File: src/rtl/wdm_router_if.sv
// Shared packet format and the bundled IP / optical-side signals of wdm_router.
// The package lives here so the interface and the router share one definition.

package wdm_router_pkg;

   // Payload is fixed at the default 32-bit system word.
   typedef struct packed {
      logic        valid;
      logic [8:0]  src;
      logic [8:0]  dst;
      logic [31:0] timestamp;
      logic [31:0] payload;
   } packet_t;

endpackage

interface wdm_router_if #(
   parameter int NUM_CH = 2
);
   import wdm_router_pkg::*;

   // IP transmit side
   packet_t           ip_data_in;
   logic              ip_valid_in;
   logic              ip_ready_out;
   // IP receive side
   packet_t           ip_data_out;
   logic              ip_valid_out;
   logic              ip_ready_in;
   // Optical side
   packet_t           mod_data_out [NUM_CH];
   logic [NUM_CH-1:0] mod_valid_out;
   packet_t           pd_data_in [NUM_CH];
   logic [NUM_CH-1:0] pd_valid_in;
   // Arbitration
   logic              request_to_send;
   logic [NUM_CH-1:0] permission_granted_send;

   // Router view
   modport master (
      input  ip_data_in, ip_valid_in, ip_ready_in,
             pd_data_in, pd_valid_in, permission_granted_send,
      output ip_ready_out, ip_data_out, ip_valid_out,
             mod_data_out, mod_valid_out, request_to_send
   );

   // Environment view
   modport slave (
      output ip_data_in, ip_valid_in, ip_ready_in,
             pd_data_in, pd_valid_in, permission_granted_send,
      input  ip_ready_out, ip_data_out, ip_valid_out,
             mod_data_out, mod_valid_out, request_to_send
   );

endinterface

File: src/rtl/wdm_router.sv
// WDM optical router node: a TX FIFO feeding per-channel modulators on grant,
// and per-channel one-entry RX holds drained round-robin towards the IP.

module wdm_router
   import wdm_router_pkg::*;
#(
   parameter int WIDTH       = 32,
   parameter int NUM_ROUTERS = 4,
   parameter int NUM_CH      = 2,
   parameter int TX_DEPTH    = 4
) (
   input  logic               clk,
   input  logic               rst,
   wdm_router_if.master       bus,
   input  logic [WIDTH/2-1:0] router_id,
   output logic [31:0]        tx_sent_count,
   output logic [15:0]        rx_drop_count
);

   localparam int PTR_W = $clog2(TX_DEPTH);
   localparam int CNT_W = PTR_W + 1;
   localparam int CH_W  = (NUM_CH > 1) ? $clog2(NUM_CH) : 1;

   logic [8:0] my_id;
   assign my_id = router_id[8:0];

   // Upper address bits and the overwritten input fields are don't-cares.
   logic unused_bits;
   assign unused_bits = ^{router_id[WIDTH/2-1:9], bus.ip_data_in.valid,
                          bus.ip_data_in.src, bus.ip_data_in.timestamp};

   // ---------------- state ----------------
   logic [31:0]       cycle_q, cycle_d;
   packet_t           tx_mem_q [TX_DEPTH];
   logic [PTR_W-1:0]  wr_ptr_q, wr_ptr_d, rd_ptr_q, rd_ptr_d;
   logic [CNT_W-1:0]  tx_count_q, tx_count_d;
   logic [NUM_CH-1:0] mod_valid_q, mod_valid_d;
   packet_t           mod_data_q [NUM_CH];
   packet_t           mod_data_d [NUM_CH];
   logic [31:0]       tx_sent_q, tx_sent_d;
   logic [NUM_CH-1:0] hold_valid_q, hold_valid_d;
   packet_t           hold_data_q [NUM_CH];
   packet_t           hold_data_d [NUM_CH];
   logic [CH_W-1:0]   rr_q, rr_d;
   logic [15:0]       rx_drop_q, rx_drop_d;

   // ---------------- TX side ----------------
   logic            tx_empty, tx_full, push, pop;
   logic [CH_W-1:0] grant_ch;
   packet_t         push_pkt;

   assign tx_empty = (tx_count_q == '0);
   assign tx_full  = (tx_count_q == CNT_W'(TX_DEPTH));
   assign push     = bus.ip_valid_in && !tx_full;
   assign pop      = !tx_empty && (|bus.permission_granted_send);

   // Lowest-index grant wins: scanning downward leaves the lowest set bit last.
   always_comb begin
      // NOTE: every combinational output gets a default first so no path infers a latch.
      grant_ch = '0;
      for (int c = NUM_CH - 1; c >= 0; c--) begin
         if (bus.permission_granted_send[c]) grant_ch = CH_W'(c);
      end
   end

   // Stamp the incoming packet with our address and the current cycle count.
   always_comb begin
      push_pkt           = bus.ip_data_in;
      push_pkt.src       = my_id;
      push_pkt.timestamp = cycle_q;
      push_pkt.valid     = 1'b1;
   end

   // FIFO pointers, occupancy, cycle and sent counters.
   always_comb begin
      cycle_d    = cycle_q + 32'd1;
      wr_ptr_d   = push ? wr_ptr_q + PTR_W'(1) : wr_ptr_q;
      rd_ptr_d   = pop  ? rd_ptr_q + PTR_W'(1) : rd_ptr_q;
      tx_count_d = tx_count_q;
      case ({push, pop})
         2'b10:   tx_count_d = tx_count_q + CNT_W'(1);
         2'b01:   tx_count_d = tx_count_q - CNT_W'(1);
         default: tx_count_d = tx_count_q;
      endcase
      tx_sent_d  = pop ? tx_sent_q + 32'd1 : tx_sent_q;
   end

   // Popped head goes to the granted channel's modulator for one strobe cycle.
   always_comb begin
      mod_valid_d = '0;
      mod_data_d  = mod_data_q;
      if (pop) begin
         mod_valid_d[grant_ch] = 1'b1;
         mod_data_d[grant_ch]  = tx_mem_q[rd_ptr_q];
      end
   end

   // FIFO storage write.
   always_ff @(posedge clk) begin
      // NOTE: payload storage is left unreset; occupancy alone says what is valid.
      if (push) tx_mem_q[wr_ptr_q] <= push_pkt;
   end

   // ---------------- RX side ----------------
   logic [CH_W-1:0] sel;
   logic            drain;
   logic [3:0]      drop_n;
   logic [16:0]     drop_sum;

   // First occupied hold searching upward from rr with wrap.
   always_comb begin
      sel = rr_q;
      for (int i = NUM_CH - 1; i >= 0; i--) begin
         if (hold_valid_q[(int'(rr_q) + i) % NUM_CH]) sel = CH_W'((int'(rr_q) + i) % NUM_CH);
      end
   end

   assign drain = (|hold_valid_q) && bus.ip_ready_in;

   // Drain the selected hold, then accept or drop each photodetector arrival.
   always_comb begin
      hold_valid_d = hold_valid_q;
      hold_data_d  = hold_data_q;
      rr_d         = rr_q;
      drop_n       = '0;
      if (drain) begin
         hold_valid_d[sel] = 1'b0;
         rr_d = (sel == CH_W'(NUM_CH - 1)) ? '0 : sel + CH_W'(1);
      end
      // hold_valid_d already reflects a same-cycle drain of this channel.
      for (int c = 0; c < NUM_CH; c++) begin
         if (bus.pd_valid_in[c]) begin
            if (bus.pd_data_in[c].dst == my_id &&
                32'(bus.pd_data_in[c].dst) < NUM_ROUTERS &&
                !hold_valid_d[c]) begin
               hold_valid_d[c] = 1'b1;
               hold_data_d[c]  = bus.pd_data_in[c];
            end else begin
               drop_n = drop_n + 4'd1;
            end
         end
      end
      drop_sum  = {1'b0, rx_drop_q} + 17'(drop_n);
      rx_drop_d = drop_sum[16] ? 16'hFFFF : drop_sum[15:0];
   end

   // ---------------- registers ----------------
   // All control state, synchronously reset.
   always_ff @(posedge clk) begin
      // NOTE: sequential state uses non-blocking assignment so every flop samples pre-edge values.
      if (rst) begin
         cycle_q      <= '0;
         wr_ptr_q     <= '0;
         rd_ptr_q     <= '0;
         tx_count_q   <= '0;
         mod_valid_q  <= '0;
         mod_data_q   <= '{default: '0};
         tx_sent_q    <= '0;
         hold_valid_q <= '0;
         hold_data_q  <= '{default: '0};
         rr_q         <= '0;
         rx_drop_q    <= '0;
      end else begin
         cycle_q      <= cycle_d;
         wr_ptr_q     <= wr_ptr_d;
         rd_ptr_q     <= rd_ptr_d;
         tx_count_q   <= tx_count_d;
         mod_valid_q  <= mod_valid_d;
         mod_data_q   <= mod_data_d;
         tx_sent_q    <= tx_sent_d;
         hold_valid_q <= hold_valid_d;
         hold_data_q  <= hold_data_d;
         rr_q         <= rr_d;
         rx_drop_q    <= rx_drop_d;
      end
   end

   // ---------------- outputs ----------------
   assign bus.ip_ready_out    = !tx_full;
   assign bus.request_to_send = !tx_empty;
   assign bus.mod_valid_out   = mod_valid_q;
   assign bus.mod_data_out    = mod_data_q;
   assign bus.ip_valid_out    = |hold_valid_q;
   assign bus.ip_data_out     = hold_data_q[sel];
   assign tx_sent_count       = tx_sent_q;
   assign rx_drop_count       = rx_drop_q;

endmodule

File: src/flat_wrapper.sv
// flat-port wrapper written by rule: the top's interface ports become plain ports
module wdm_router_flat import wdm_router_pkg::*;
#(
   parameter int WIDTH       = 32,
   parameter int NUM_ROUTERS = 4,
   parameter int NUM_CH      = 2,
   parameter int TX_DEPTH    = 4
)
  (clk, rst, router_id, tx_sent_count, rx_drop_count, bus_ip_data_in, bus_ip_valid_in, bus_ip_ready_in, bus_pd_data_in, bus_pd_valid_in, bus_permission_granted_send, bus_ip_ready_out, bus_ip_data_out, bus_ip_valid_out, bus_mod_data_out, bus_mod_valid_out, bus_request_to_send);
  wdm_router_if #(.NUM_CH(NUM_CH)) bus_i ();
  input  logic clk;
  input  logic rst;
  input  logic [WIDTH/2-1:0] router_id;
  output logic [31:0] tx_sent_count;
  output logic [15:0] rx_drop_count;
  input wire logic [$bits(bus_i.ip_data_in)-1:0] bus_ip_data_in;
  input wire logic [$bits(bus_i.ip_valid_in)-1:0] bus_ip_valid_in;
  input wire logic [$bits(bus_i.ip_ready_in)-1:0] bus_ip_ready_in;
  input wire logic [$bits(bus_i.pd_data_in)-1:0] bus_pd_data_in;
  input wire logic [$bits(bus_i.pd_valid_in)-1:0] bus_pd_valid_in;
  input wire logic [$bits(bus_i.permission_granted_send)-1:0] bus_permission_granted_send;
  output wire logic [$bits(bus_i.ip_ready_out)-1:0] bus_ip_ready_out;
  output wire logic [$bits(bus_i.ip_data_out)-1:0] bus_ip_data_out;
  output wire logic [$bits(bus_i.ip_valid_out)-1:0] bus_ip_valid_out;
  output wire logic [$bits(bus_i.mod_data_out)-1:0] bus_mod_data_out;
  output wire logic [$bits(bus_i.mod_valid_out)-1:0] bus_mod_valid_out;
  output wire logic [$bits(bus_i.request_to_send)-1:0] bus_request_to_send;
  assign bus_i.ip_data_in = bus_ip_data_in;
  assign bus_i.ip_valid_in = bus_ip_valid_in;
  assign bus_i.ip_ready_in = bus_ip_ready_in;
  assign bus_i.pd_data_in = {>>{bus_pd_data_in}};
  assign bus_i.pd_valid_in = bus_pd_valid_in;
  assign bus_i.permission_granted_send = bus_permission_granted_send;
  assign bus_ip_ready_out = bus_i.ip_ready_out;
  assign bus_ip_data_out = bus_i.ip_data_out;
  assign bus_ip_valid_out = bus_i.ip_valid_out;
  assign bus_mod_data_out = {>>{bus_i.mod_data_out}};
  assign bus_mod_valid_out = bus_i.mod_valid_out;
  assign bus_request_to_send = bus_i.request_to_send;
  wdm_router #(.WIDTH(WIDTH), .NUM_ROUTERS(NUM_ROUTERS), .NUM_CH(NUM_CH), .TX_DEPTH(TX_DEPTH)) u_core (.clk(clk), .rst(rst), .bus(bus_i), .router_id(router_id), .tx_sent_count(tx_sent_count), .rx_drop_count(rx_drop_count));
endmodule
File: config.mk
export PLATFORM = sky130hd
export DESIGN_NAME = wdm_router_flat
export DESIGN_NICKNAME = d
export VERILOG_FILES = /design/src/rtl/wdm_router_if.sv /design/src/rtl/wdm_router.sv /design/src/flat_wrapper.sv
export SDC_FILE = /design/constraint.sdc
export NUM_CORES = 1
export LEC_CHECK = 0
export ABC_AREA = 1
export CAP_MARGIN = 10
export CORE_MARGIN = 10
export CORE_UTILIZATION = 52
export DETAILED_ROUTE_END_ITERATION = 8
export PLACE_DENSITY_LB_ADDON = 0.3
export SLEW_MARGIN = 20
export SYNTH_ARGS = -nofsm -noshare
export SYNTH_HDL_FRONTEND = slang
export SYNTH_SLANG_ARGS = --single-unit
File: constraint.sdc
create_clock -name clk -period 6.32 [get_ports clk]
set_input_delay 0.948 -clock clk [delete_from_list [all_inputs] [get_ports clk]]
set_output_delay 0.948 -clock clk [all_outputs]
set_load 0.005 [all_outputs]
=== Word level (Yosys, flattened, before mapping) ===
Memory sizes are Yosys's and may differ from the RTL's. A register that Yosys moved wholly into a read port is not among the register bits.
Cells that the tools add are included.

* Output and inout port bits: 302
* Register bits: 424
* Bits in latches: 0
* RAM bits: 328
* Word-level logic and storage cells: 118
* Memory bits (read-only): 0
* Memories kept: 1

{| class="wikitable"
|+ Memories
! name !! words !! bits a word !! rd ports !! clocked after memory_dff !! write ports !! RTL line !! text
|-
| u_core.tx_mem_q || 4 || 82 || 1 || 1 || 1 || wdm_router.sv:34 || <nowiki>packet_t tx_mem_q [TX_DEPTH];</nowiki>
|}

* Equality and inequality tests: 5
* Order comparisons: 11
* Bitwise operators: 6
* Multipliers: 0
* Muxes and demuxes: 35
* Add/subtract/negate cells: 10
* Div/mod/pow operators: 0
* Shift-type cells: 0
* Reduce and logical (&&, ||, !) cells: 21

{| class="wikitable"
|+ Operators with widths
! kind !! count
|-
| $mux W83 || 4
|-
| $bwmux W166 || 1
|-
| $demux W83 S1 || 1
|-
| $add A32 B1 Y32 const B || 2
|-
| $mux W1 || 19
|-
| $eq A9 B9 Y1 || 2
|-
| $lt A9 B3 Y1 const B || 2
|-
| $add A16 B4 Y17 || 1
|-
| $mux W16 || 1
|-
| $mux W4 || 3
|-
| $logic_and A1 B1 Y1 || 10
|-
| $lt A1 B2 Y1 const B || 3
|-
| $mux W2 || 3
|-
| $pmux W3 S2 || 1
|-
| $reduce_or A2 Y1 || 3
|-
| $add A2 B1 Y2 const B || 2
|-
| $add A4 B1 Y4 const B || 1
|-
| $ge A2 B2 Y1 const B || 2
|-
| $logic_not A1 Y1 || 4
|-
| $not A1 Y2 || 2
|-
| $reduce_and A2 Y1 || 2
|-
| $add A3 B1 Y3 const B || 1
|-
| $eq A3 B3 Y1 const B || 1
|-
| $logic_not A3 Y1 || 1
|-
| 13 further kinds || 16
|}

=== Depth between registers and ports, before layout ===
Gate-level depths: netlist of run 1.

* Word-level depth: 23
* Gate-level depth with buffers: 24
* Depth with buffers taken out: 23

=== Worst setup path after synthesis of run 1 ===
OpenSTA, ideal clock, no wires.

* Path type: input to register
* Start: in bus_ip_valid_in
* End: mem u_core.tx_mem_q[0][0] (netlist bit) (enable)
* Setup slack: 1.256 ns
* Buffers on the path: 0
* Setup time: 0.523 ns
* Cell stages on the path: 2
* Data required time: 5.797 ns
* Arrival time: 4.541 ns
* Cell sequence: nand2_1 -> nor2_1

* Word-level cells in the longest chain between the ends: 3

{| class="wikitable"
|+ RTL lines
! what !! RTL line !! text
|-
| start, declared || flat_wrapper.sv:17 || <nowiki>input wire logic [$bits(bus_i.ip_valid_in)-1:0] bus_ip_valid_in;</nowiki>
|-
| $logic_and A1 B1 Y1 || wdm_router.sv:54 || <nowiki>assign push = bus.ip_valid_in && !tx_full;</nowiki>
|-
| $mux W1 || wdm_router.sv:101 || <nowiki>if (push) tx_mem_q[wr_ptr_q] <= push_pkt;</nowiki>
|-
| $mux W1 (implied by the code) || wdm_router.sv:101 ||
|-
| end, declared || wdm_router.sv:34 ||
|}

No other way between the ends.

=== Final worst setup path of run 1 ===
* Start: reg u_core.hold_valid_q[1]
* End: out bus_ip_data_out[4]

* Word-level cells in the longest chain between the ends: 9
* Elaborated cells between the ends (all ways): 11

{| class="wikitable"
|+ RTL lines
! what !! RTL line !! text
|-
| start, declared || wdm_router.sv:41 || <nowiki>logic [NUM_CH-1:0] hold_valid_q, hold_valid_d;</nowiki>
|-
| start signal, assigned || wdm_router.sv:171 || <nowiki>hold_valid_q <= hold_valid_d;</nowiki>
|-
| $mux W1 (implied by the code) (3 in a row) || wdm_router.sv:114 || <nowiki>if (hold_valid_q[(int'(rr_q) + i) % NUM_CH]) sel = CH_W'((int'(rr_q) + i) % NUM_CH);</nowiki>
|-
| $mux W1 || wdm_router.sv:114 ||
|-
| $mux W1 * || wdm_router.sv:114 ||
|-
| $not A1 Y2 (implied by the code) * || wdm_router.sv:184 || <nowiki>assign bus.ip_data_out = hold_data_q[sel];</nowiki>
|-
| $mux W83 (implied by the code) * (3 in a row) || wdm_router.sv:184 ||
|-
| end, declared || flat_wrapper.sv:23 || <nowiki>output wire logic [$bits(bus_i.ip_data_out)-1:0] bus_ip_data_out;</nowiki>
|}

Every way passes the cells marked *; elsewhere a longest branch is shown, timed or not. The select of a mux whose other input is x is not followed.

==> key figures, run 1 <==
GRT
  – Largest net degree at the start of global routing: approximately 190
  – Initial antenna violation count: 13
  – All-Layer GR Usage: 0.238
  – Gr ovfl total: 0
  – Vias in the first global route: roughly 23,000
  – First-pass GRT wire length: ~130,000 um

Detailed routing
  – WL met2: 42,200 um
  – DR WL/cell: about 18 um
  – M1 WL: ~35,000 um
  – Routed WL: between 80,000 and 90,000 um
  – Routed Antenna Nets: 0
  – Drc violations: 0
  – DR pass1 iterations: 5
  – Metal3 WL: around 6700 um
  – Top Layer Used: met5
  – Iter 0 DRT Violations: ~2,000
  – Via count: between 20,000 and 25,000
  – Vias per std cell: between 5 and 6

Synth
  – Syn Std Cell Area: 30,600 um2
  – Post-synthesis mux area share: 0
  – Yosys cell types: 36
  – Syn avg cell area: 8.80 um2
  – Warning count from the yosys run: 0
  – Synth Area in Adders: 0.00539
  – Synth Area in Compound Gates: 0.125
  – Simple-gate area share of the yosys netlist: 0.182
  – Xor/xnor share of the synthesized area: 0.00686
  – Largest family of logic cells by synthesized area: simple AND/OR/NAND/NOR gates
  – Yosys reg bits: approximately 750
  – Sequential share of the synthesized area: 0.600
  – Syn nets: 3,767
  – Mapped Cells: ~3,500

Die
  – Die W: around 260 um
  – Starting Density: 0.528
  – Die area: just under 70,000 um2
  – Total core area: 58,000 um2
  – # IOs: 575
  – Die height: 263 um
  – Core Rows: slightly below 90

Clocking
  – TritonCTS Buffers: 78
  – Number of gates resized after cts: 0
  – Clk pin slew, worst setup/hold paths: approximately 60 ps
  – Postcts setup bufs: 0
  – Hold bufs inserted after CTS: 0
  – CTS tree: built
  – Root Driver: clkbuf_16
  – Clk sinks: 754
  – Clk buf depth: 3
  – Clock Latency Late Sink: approximately 630 ps
  – CTS H-tree lvls: 3

Pwr
  – Logic pwr share: 0.231
  – Clock Power Share: 0.336
  – Pint: slightly below 10 mW
  – Power per cell area: 357 nW/um2
  – Switching portion of total power: 0.291
  – Sw power: ~4.0 mW
  – Overall Power: around 14 mW
  – Sequential share of power: 0.434
  – Worst VDD drop: roughly 0.00032 V
  – P_leak: approximately 15 nW

Setup path
  – Most Frequent Cell on Critical Path: buf_4
  – Arr. time, crit path: 3650 ps
  – Critical path type: reg -> out
  – Reg2reg setup slack: 2890 ps
  – CP endpoint kind: output pin
  – Max incr delay on CP: ~700 ps
  – Crit start category: flip-flop
  – CP cell instances: inv_1, o21bai_1, o21ai_4, buf_4, buf_4, nand2_1, o21ai_0, clkdlybuf4s50_1
  – Cell with the largest stage delay on the worst path: clkdlybuf4s50_1
  – Worst-path maximum fanout: 92
  – CP delay by family, top: buffers and inverters
  – Buf/Inv on CP: 4
  – Critical Path RT: 5370 ps

STA
  – Hold Slack: approximately 440 ps
  – Final hold violations: 0
  – # setup viols final: 0
  – Peak Freq: about 220 MHz
  – Final setup skew: 19.3 ps
  – RSZ-0062 raised after global routing: no
  – Max Slew Vio Count: 0
  – Least-Margin Pin Slew: around 1200 ps
  – Final Cycle Share: 0.727
  – Slew HR: 0.223
  – Min Tclk post-route: around 4600 ps
  – TNS Setup: 0 ps

Layout
  – Share of cells above drive strength 1: 0.0486
  – P&R area growth vs syn: 27.2%
  – Multi-input combinational cell area: roughly 9900 um2
  – # fillers: around 4,500
  – Register Area: 18,400 um2
  – Final layout net count: between 4,000 and 5,000

Placement
  – Post-DP HPWL: between 50,000 and 60,000 um
  – Routability cong.: 0.888
  – Buffers on Ports: between 500 and 600

Hold path
  – Worst Hold Class: reg -> reg

Outcome
  – Status: complete, no violations

Flow run
  – Max capacitance violation total: 0
[synth_stat cells, drive strengths merged]
cell type / number / area, um2
a211oi: 1 / 7.51
a21oi: 308 / 1540
a31oi: 3 / 18.8
a32o: 82 / 821
and2: 1 / 6.26
and3: 3 / 18.8
buf: 53 / 277
clkbuf: 152 / 571
dfxtp: 426 / 8530
edfxtp: 328 / 9850
fa: 2 / 40.0
ha: 10 / 125
inv: 430 / 1610
nand2: 829 / 3110
nand3: 53 / 270
nand3b: 6 / 45.0
nand4: 89 / 563
nor2: 361 / 1360
nor3: 27 / 135
nor3b: 1 / 7.51
nor4: 2 / 12.5
o21a: 7 / 52.6
o21ai: 275 / 1380
o21bai: 2 / 15.0
or2: 7 / 43.8
xnor2: 11 / 96.3
xor2: 13 / 114
[sequential cells by signal, summed over array words and instances (netlist names), 3 cells and up, named ones only]
| signal | cells |
|---|---|
| u_core.bus.mod_data_out | 166 |
| u_core.tx_mem_q | 328 |
| u_core.tx_sent_count | 32 |
| u_core.hold_data_q | 166 |
| u_core.tx_count_q | 3 |
| u_core.cycle_q | 32 |
| u_core.rx_drop_count | 16 |
[kinds of logic (layout without fill, tap and decap cells)]
family	after synthesis	in the layout
buffers and inverters	635	1121
AOI/OAI and AO/OA	678	678
other	0	10
DFF	754	754
xor gates and xnor gates	24	24
adders and majority gates	12	12
and+or+nand+nor	1379	1379
[final timing paths]
| kind | start | to | cells after the start |
|---|---|---|---|
| min | u_core.hold_data_q[152] | u_core.hold_data_q[152] | 2 |
| min reg2reg | u_core.hold_data_q[152] | u_core.hold_data_q[152] | 2 |
| max | u_core.hold_valid_q[1] | bus_ip_data_out[4] | 8 |
| max reg2reg | u_core.hold_valid_q[1] | u_core.rx_drop_count[11] | 18 |
[power groups by stage]
stage               Clock (mW)  Combinational (mW)  Sequential (mW)
floorplan                    0                1.72             6.10
global placement             0                3.14             6.12
detailed placement           0                3.20             6.13
CTS                       4.74                3.23             6.03
global route              4.94                3.51             6.11
finish                    4.68                3.21             6.04
[through the flow]
step / instance area, um2 / util / worst slack [ps] / cells
2_1_floorplan: 30600 / - / 1260 / 3482
3_3_place_gp: 36300 / 0.625 / 1650 / 4589
3_5_place_dp: 36300 / 0.625 / 1640 / 4589
4_1_cts: 38900 / 0.671 / 1760 / 4732
5_1_grt: 39000 / 0.672 / 1500 / 4742
6_report: 39000 / 0.672 / 1730 / 4743
[worst reg2reg max path, stage by stage, from the launching register on]
cell	delay, ps
dfxtp_1	390
inv_1	90
o21bai_1	270
nand2_1	90
nand2_1	150
nand3_1	100
ha_1	290
nand2_1	40
o21ai_0	80
ha_1	190
inv_1	50
fa_1	390
inv_1	80
nand3_1	100
nor2_1	310
nand3_1	390
nand3_1	210
nand2_1	70
inv_1	80
[layer usage]
metal,vias to the layer above,track usage
met5,-,0
met1,11500,0.290
met2,802,0.399
met3,127,0.0655
met4,8,0.0782
li1,12300,-
[area by class of cell]
cell class / count / area share
Inverter: 430 / 0.0418
Clock inverter: 40 / 0.0116
Tap cell: 765 / 0.0246
Sequential cell: 754 / 0.472
Multi-Input combinational cell: 2093 / 0.253
Antenna cell: 10 / 0.000642
Timing Repair Buffer: 548 / 0.140
Clock buffer: 103 / 0.0565
[placed cells by master (no fill, tap or decap), types with 11 or more instances in the layout]
cell type,instances
nor3_1,27
a21oi_1,308
clkbuf_8,13
buf_4,20
inv_2,20
o21ai_0,274
edfxtp_1,328
dfxtp_1,425
xor2_1,13
a32o_1,82
clkinv_2,14
nand4_1,88
nor2_1,355
xnor2_1,11
nand2_1,828
clkdlybuf4s50_1,523
nand3_1,51
clkbuf_16,79
inv_1,406
(Power assumes the default switching activity.)
==> inputs of run 2 (changes only) <==
- CORE_UTILIZATION: 52 -> 47
- clock period: 6.32 -> 3.8 ns (I/O delays scaled with it)
==> run 2 against run 1 <==
  * Clock power up 81%
  * Sequential share of layout area shrank 1.0 points
  * Clock skew grew 3.6 ps
  * Combinational power increased by 73%
  * Sequential power rose by 66%
  * Utilization decreased by 5.4 points
  * Register-to-register slack worse by 2200 ps
  * Global-route usage decreased by 1.4 points
  * Cell count rose by 3.0%
  * Critical path depth shrank 1
  * Wire length grew 2.1%
  * Power up 73%
  * Largest cell class unchanged
  * Largest power group unchanged
==> key figures, run 2 (same netlist as run 1, synthesis figures left out) <==
Layout
  – Highest-count cells in the layout ignoring fill and taps: nand2_1, clkdlybuf4s50_1, dfxtp_1
  – P&R area growth vs syn: 30.0%
  – Most common cell after layout, fill and taps aside: nand2_1
  – Util after Layout: 0.618 (-0.0539)
  – Share of cells above drive strength 1: 0.0600 (+0.0113)
  – Largest register FFs: 328 (unchanged)
  – Biggest register: u_core.tx_mem_q
  – Final layout net count: 4,235 (+1.1%)

Clocking
  – CTS tree: built
  – Hold bufs inserted after CTS: 0 (unchanged)
  – Clk pin slew, worst setup/hold paths: 60 ps (about the same)
  – Root Driver: clkbuf_16
  – Clock Latency Late Sink: 630 ps (about the same)
  – Clk sinks: 754 (unchanged)
  – TritonCTS Buffers: 81 (+3.8%)
  – CTS H-tree lvls: 3 (unchanged)
  – Clk buf depth: 3 (unchanged)

Setup path
  – Cell with the largest stage delay on the worst path: clkdlybuf4s50_1
  – Reg2reg setup slack: 650 ps (-2240 ps)
  – CP cell instances: inv_1, o21bai_1, o21ai_4, buf_12, buf_6, o21ai_0, clkdlybuf4s50_1
  – Arr. time, crit path: 3060 ps (-590 ps)
  – CP endpoint kind: output pin
  – Crit start category: flip-flop
  – Max incr delay on CP: 590 ps (-120 ps)
  – Critical Path RT: 3230 ps (-2140 ps)
  – R2R cell count: 19 (+1)
  – Critical path type: reg -> out
  – CP delay by family, top: buffers and inverters
  – Worst-path maximum fanout: 125 (+36%)
  – R2r endpoint: u_core.rx_drop_count[14]
  – RR Startpoint: u_core.hold_valid_q[1]
  – Buf/Inv on CP: 4 (unchanged)

Hold path
  – Worst Hold Class: reg -> reg
  – Hold path endpoint: u_core.hold_data_q[155]
  – WHS Path Cells: 2 (unchanged)
  – Hold path startpoint: u_core.hold_data_q[155]

Pwr
  – Power per cell area: 604 nW/um2 (+69%)
  – Worst VDD drop: 0.000430 V (+33%)
  – P_leak: 15.7 nW (+2.4%)
  – Overall Power: 24.0 mW (+73%)

STA
  – Slew HR: 0.305 (+0.0819)
  – Final Cycle Share: 0.954
  – Final setup skew: 22.9 ps (+3.64 ps)
  – # setup viols final: 0 (unchanged)
  – RSZ-0062 raised after global routing: no
  – Least-Margin Pin Slew: 1040 ps (-123 ps)
  – Min Tclk post-route: 3630 ps
  – Peak Freq: approximately 280 MHz
  – Max Slew Vio Count: 0 (unchanged)
  – Final hold violations: 0 (unchanged)

Die
  – Total core area: 64,500 um2 (+11%)
  – Die W: 275 um (+4.8%)
  – Core Rows: 93 (+5.7%)
  – Die height: 275 um (+4.8%)
  – Starting Density: 0.475 (-0.0527)
  – Die area: 75,800 um2 (+9.8%)
  – # IOs: 575 (unchanged)

Detailed routing
  – Drc violations: 0 (unchanged)
  – DR WL/cell: 18.1 um (-0.91%)
  – Via count: 24,900 (+0.76%)
  – Iter 0 DRT Violations: 2,064 (+3.4%)
  – Routed Antenna Nets: 0 (unchanged)
  – Vias per std cell: 5.10 (-2.2%)
  – Routed WL: 88,200 um (+2.1%)
  – DR pass1 iterations: 5 (unchanged)

Placement
  – Post-DP HPWL: 59,600 um (+5.2%)
  – Buffers on Ports: 525 (unchanged)
  – Routability cong.: 0.865 (-2.6%)

Outcome
  – Status: complete, no violations

GRT
  – Initial antenna violation count: 16 (+3)
  – First-pass GRT wire length: 134,000 um (+1.1%)
  – Gr ovfl total: 0 (unchanged)
  – Vias in the first global route: 23,100 (-0.035%)
  – Largest net degree at the start of global routing: 166 (-11%)
  – All-Layer GR Usage: 0.223 (-0.0141)

Flow run
  – Max capacitance violation total: 0 (unchanged)
-- run 2: worst register-to-register path: stages, from the launching register on --
cell and delay (ps):
dfxtp_1 390, inv_1 90, o21bai_1 270, nand2_1 90, nand2_1 150, nand3_1 120, ha_1 290, nand2_1 40
o21ai_0 90, ha_1 190, inv_1 50, fa_1 390, inv_1 90, nand3_1 90, nor2_1 130, buf_4 140
nand2_1 80, nor2_1 140, o21ai_0 90, a31oi_1 140
-- run 2: power breakdown --
group	internal (mW)	switching [mW]	total, mW	leakage [nW]
Clock	5.19	3.28	8.47	1.43
Combinational	2.41	3.14	5.55	7.83
Sequential	9.53	0.485	10.0	6.47
Total	17.1	6.91	24.0	15.7
-- run 2: what timing repair did --
action                                  4_1_cts  5_1_grt
gates resized for setup                       0        2
setup buffers                                 0        0
endpoints found under the setup margin        0        9
-- run 2: layout make-up --
| type | instances | area (um2) |
|---|---|---|
| repair buffers | 590 | 5900 |
| flip-flops and latches | 754 | 18400 |
| fillers | 5368 | 24600 |
| multi-input cells | 2093 | 9860 |
| diodes | 13 | 32.5 |
| clock inverters | 44 | 646 |
| well taps | 855 | 1070 |
| clock buffers | 108 | 2300 |
| inverters | 430 | 1630 |
-- run 2: per-stage QoR --
step           instance area, um2  std cells  TNS (ps)  worst slack [ps]  hold slack, ps
6_report                    39800       4887         0               173             439
3_3_place_gp                36800       4722     -74.8             -28.4             426
2_1_floorplan               30600       3482   -290740              -886             417
5_1_grt                     39800       4883         0              31.7             475
3_5_place_dp                36800       4722      -370             -77.3             429
4_1_cts                     39800       4874         0              87.7             439
-- run 2: per-layer routing --
layer	GRT usage	wire, um	up-vias
li1	-	-	12400
met1	0.273	35600	11700
met2	0.379	43600	763
met3	0.0621	7280	108
met4	0.0695	1710	10
met5	0	56	-
-- run 2: how the worst max path moves through the flow --
stage	startpoint	to	slack [ps]	depth (start not counted)
after floorplan	bus_ip_valid_in	u_core.tx_mem_q[0][0]	-890	2
after global placement	router_id[0]	u_core.rx_drop_count[11]	-30	23
after detailed placement	router_id[0]	u_core.rx_drop_count[14]	-80	21
after CTS	u_core.hold_valid_q[1]	bus_ip_data_out[57]	90	8
after global routing	u_core.hold_valid_q[1]	bus_ip_data_out[57]	30	7
final	u_core.hold_valid_q[1]	bus_ip_data_out[57]	170	7
==> inputs of run 3 (changes only) <==
- CAP_MARGIN: 10 -> default
- CORE_MARGIN: 10 -> 5
==> run 3 against run 2 <==
  * Sequential power hardly changed
  * Critical path type unchanged
  * Critical endpoint is now bus_ip_data_out[58]
  * Die area shrank 7.1%
  * First-iteration DRC count fell by 7.4%
==> key figures, run 3 (same netlist as run 1, synthesis figures left out) <==
Outcome
  – Status: complete, no violations

Placement
  – Pre-CTS setup slack: -31.3 ps (+46.0 ps)
  – Buffers on Ports: 525 (unchanged)
  – Post-DP HPWL: 57,300 um (-3.9%)
  – Routability cong.: 0.867 (+0.25%)
  – # placed instances: 4,719 (-0.064%)

Setup path
  – Critical path type: reg -> out
  – Max incr delay on CP: 600 ps (about the same)
  – Cell with the largest stage delay on the worst path: clkdlybuf4s50_1
  – CP endpoint kind: output pin
  – Crit start category: flip-flop
  – Critical Path RT: 3230 ps (about the same)
  – CP cell instances: inv_1, o21bai_1, o21ai_4, buf_12, o21ai_0, clkdlybuf4s50_1
  – Arr. time, crit path: 3050 ps (about the same)
  – Worst-path maximum fanout: 126 (+0.80%)
  – Buf/Inv on CP: 3 (-1)
  – CP delay by family, top: buffers and inverters
  – Reg2reg setup slack: 480 ps (-170 ps)

Pwr
  – Worst VDD drop: 0.000358 V (-17%)
  – Switching portion of total power: 0.293 (+0.00525)
  – Sw power: 6.93 mW (+0.32%)
  – P_leak: 15.6 nW (-0.74%)
  – Power per cell area: 599 nW/um2 (-0.79%)
  – Sequential share of power: 0.421 (+0.004)
  – Pint: 16.8 mW (-2.2%)
  – Logic pwr share: 0.239 (+0.008)
  – Clock Power Share: 0.340 (-0.012)

Clocking
  – Clk pin slew, worst setup/hold paths: 60 ps (about the same)
  – Clock Latency Late Sink: 620 ps (about the same)
  – Clk sinks: 754 (unchanged)
  – Postcts setup bufs: 0 (unchanged)
  – Number of gates resized after cts: 0 (unchanged)
  – Hold bufs inserted after CTS: 0 (unchanged)
  – CTS tree: built
  – Root Driver: clkbuf_16
  – CTS H-tree lvls: 3 (unchanged)
  – TritonCTS Buffers: 79 (-2.5%)
  – Clk buf depth: 3 (unchanged)

Layout
  – Post-Layout Cell Count: 4,869 (-0.37%)
  – # fillers: 5,493 (+2.3%)
  – Util after Layout: 0.613 (-0.00425)
  – Biggest register: u_core.tx_mem_q
  – Share of cells above drive strength 1: 0.0584 (-0.00160)
  – Register Area: 18,400 um2 (unchanged)
  – Final layout net count: 4,230 (-0.12%)
  – Multi-input combinational cell area: 9860 um2 (unchanged)
  – Highest-count cells in the layout ignoring fill and taps: nand2_1, clkdlybuf4s50_1, dfxtp_1
  – Largest register FFs: 328 (unchanged)
  – P&R area growth vs syn: 29.1%
  – Most common cell after layout, fill and taps aside: nand2_1

Die
  – Core Rows: 93 (unchanged)
  – # IOs: 575 (unchanged)
  – Total core area: 64,500 um2 (unchanged)
  – Starting Density: 0.475 (unchanged)
  – Die height: 265 um (-3.6%)
  – Die W: 265 um (-3.6%)
  – Die area: 70,400 um2 (-7.1%)

Detailed routing
  – Vias per std cell: 5.14 (+0.85%)
  – Routed Antenna Nets: 0 (unchanged)
  – Routed WL: 85,200 um (-3.4%)
  – DR WL/cell: 17.5 um (-3.1%)
  – Via count: 25,000 (+0.48%)
  – Iter 0 DRT Violations: 1,912 (-7.4%)
  – Drc violations: 0 (unchanged)
  – DR pass1 iterations: 5 (unchanged)

GRT
  – Initial antenna violation count: 6 (-10)
  – Gr ovfl total: 0 (unchanged)
  – First-pass GRT wire length: 133,000 um (-0.54%)
  – Vias in the first global route: 23,700 (+2.5%)
  – All-Layer GR Usage: 0.234 (+0.0103)
  – Largest net degree at the start of global routing: 165 (-0.60%)

STA
  – Final hold violations: 0 (unchanged)
  – Min Tclk post-route: 3620 ps (-11.1 ps)
  – Hold Slack: 439 ps (-0.0240 ps)
  – Peak Freq: 277 MHz (+0.31%)
  – Fin worst setup slack: 184 ps (+11.1 ps)
  – Slew HR: 0.338 (+0.0329)
  – RSZ-0062 raised after global routing: no
  – Least-Margin Pin Slew: 993 ps (-49.3 ps)
  – Final setup skew: 27.2 ps (+4.33 ps)
  – # setup viols final: 0 (unchanged)
  – Max Slew Vio Count: 0 (unchanged)
  – Final Cycle Share: 0.952 (-0.00292)

Hold path
  – Worst Hold Class: reg -> reg

Flow run
  – Max capacitance violation total: 0 (unchanged)
==> run 3: changes by cell type in the layout (fill, tap and decap cells not counted), moves of 3 or more <==
cell       previous run  this run
bufinv_16            13        10
clkbuf_1             12        15
clkbuf_8             13         5
clkinv_1              9         3
clkinv_2             10        17
diode_2              13         5
==> run 3: metal layers <==
metal | track usage | vias to the layer above | part of all wire
li1 | - | 12400 | -
met1 | 0.292 | 11700 | 0.41
met2 | 0.394 | 787 | 0.48
met3 | 0.0672 | 137 | 0.080
met4 | 0.0751 | 2 | 0.029
met5 | 0 | - | 0.00013
==> run 3: worst paths after layout <==
check        cells past startpoint                  endpoint                    start
max reg2reg                     21  u_core.rx_drop_count[14]   u_core.hold_valid_q[0]
min reg2reg                      2   u_core.hold_data_q[153]  u_core.hold_data_q[153]
max                              6       bus_ip_data_out[58]   u_core.hold_valid_q[1]
min                              2   u_core.hold_data_q[153]  u_core.hold_data_q[153]
==> run 3: layout make-up <==
cell class	instances	area share
Multi-Input combinational cell	2093	0.249
Sequential cell	754	0.465
Antenna cell	5	0.000316
Clock inverter	44	0.0150
Tap cell	855	0.0271
Inverter	430	0.0413
Clock buffer	101	0.0544
Timing Repair Buffer	587	0.148
==> run 3: power groups by stage <==
stage | Sequential (mW) | Clock, mW | Combinational (mW)
5_1_grt | 10.1 | 8.56 | 6.19
3_3_place_gp | 10.1 | 0 | 5.59
3_5_place_dp | 10.1 | 0 | 5.68
6_report | 9.96 | 8.05 | 5.67
2_1_floorplan | 10.1 | 0 | 2.87
4_1_cts | 9.96 | 8.21 | 5.73
==> run 3: per-stage QoR <==
step	power (mW)	setup TNS [ps]	area [um2]
after floorplan	13.0	-290740	30600
after global placement	15.7	0	36800
after detailed placement	15.8	-63.3	36800
after CTS	23.9	0	39500
after global routing	24.8	0	39500
final	23.7	0	39500
==> run 3: worst reg2reg max path, delay by kind of cell, from the launching register on <==
kind                     cells  cell delay [ps]
AO/OA/AOI/OAI                4              740
adder cells (fa/ha/maj)      3              850
buffers and inverters        5              430
flip-flops                   1              370
AND/OR/NAND/NOR              9              850
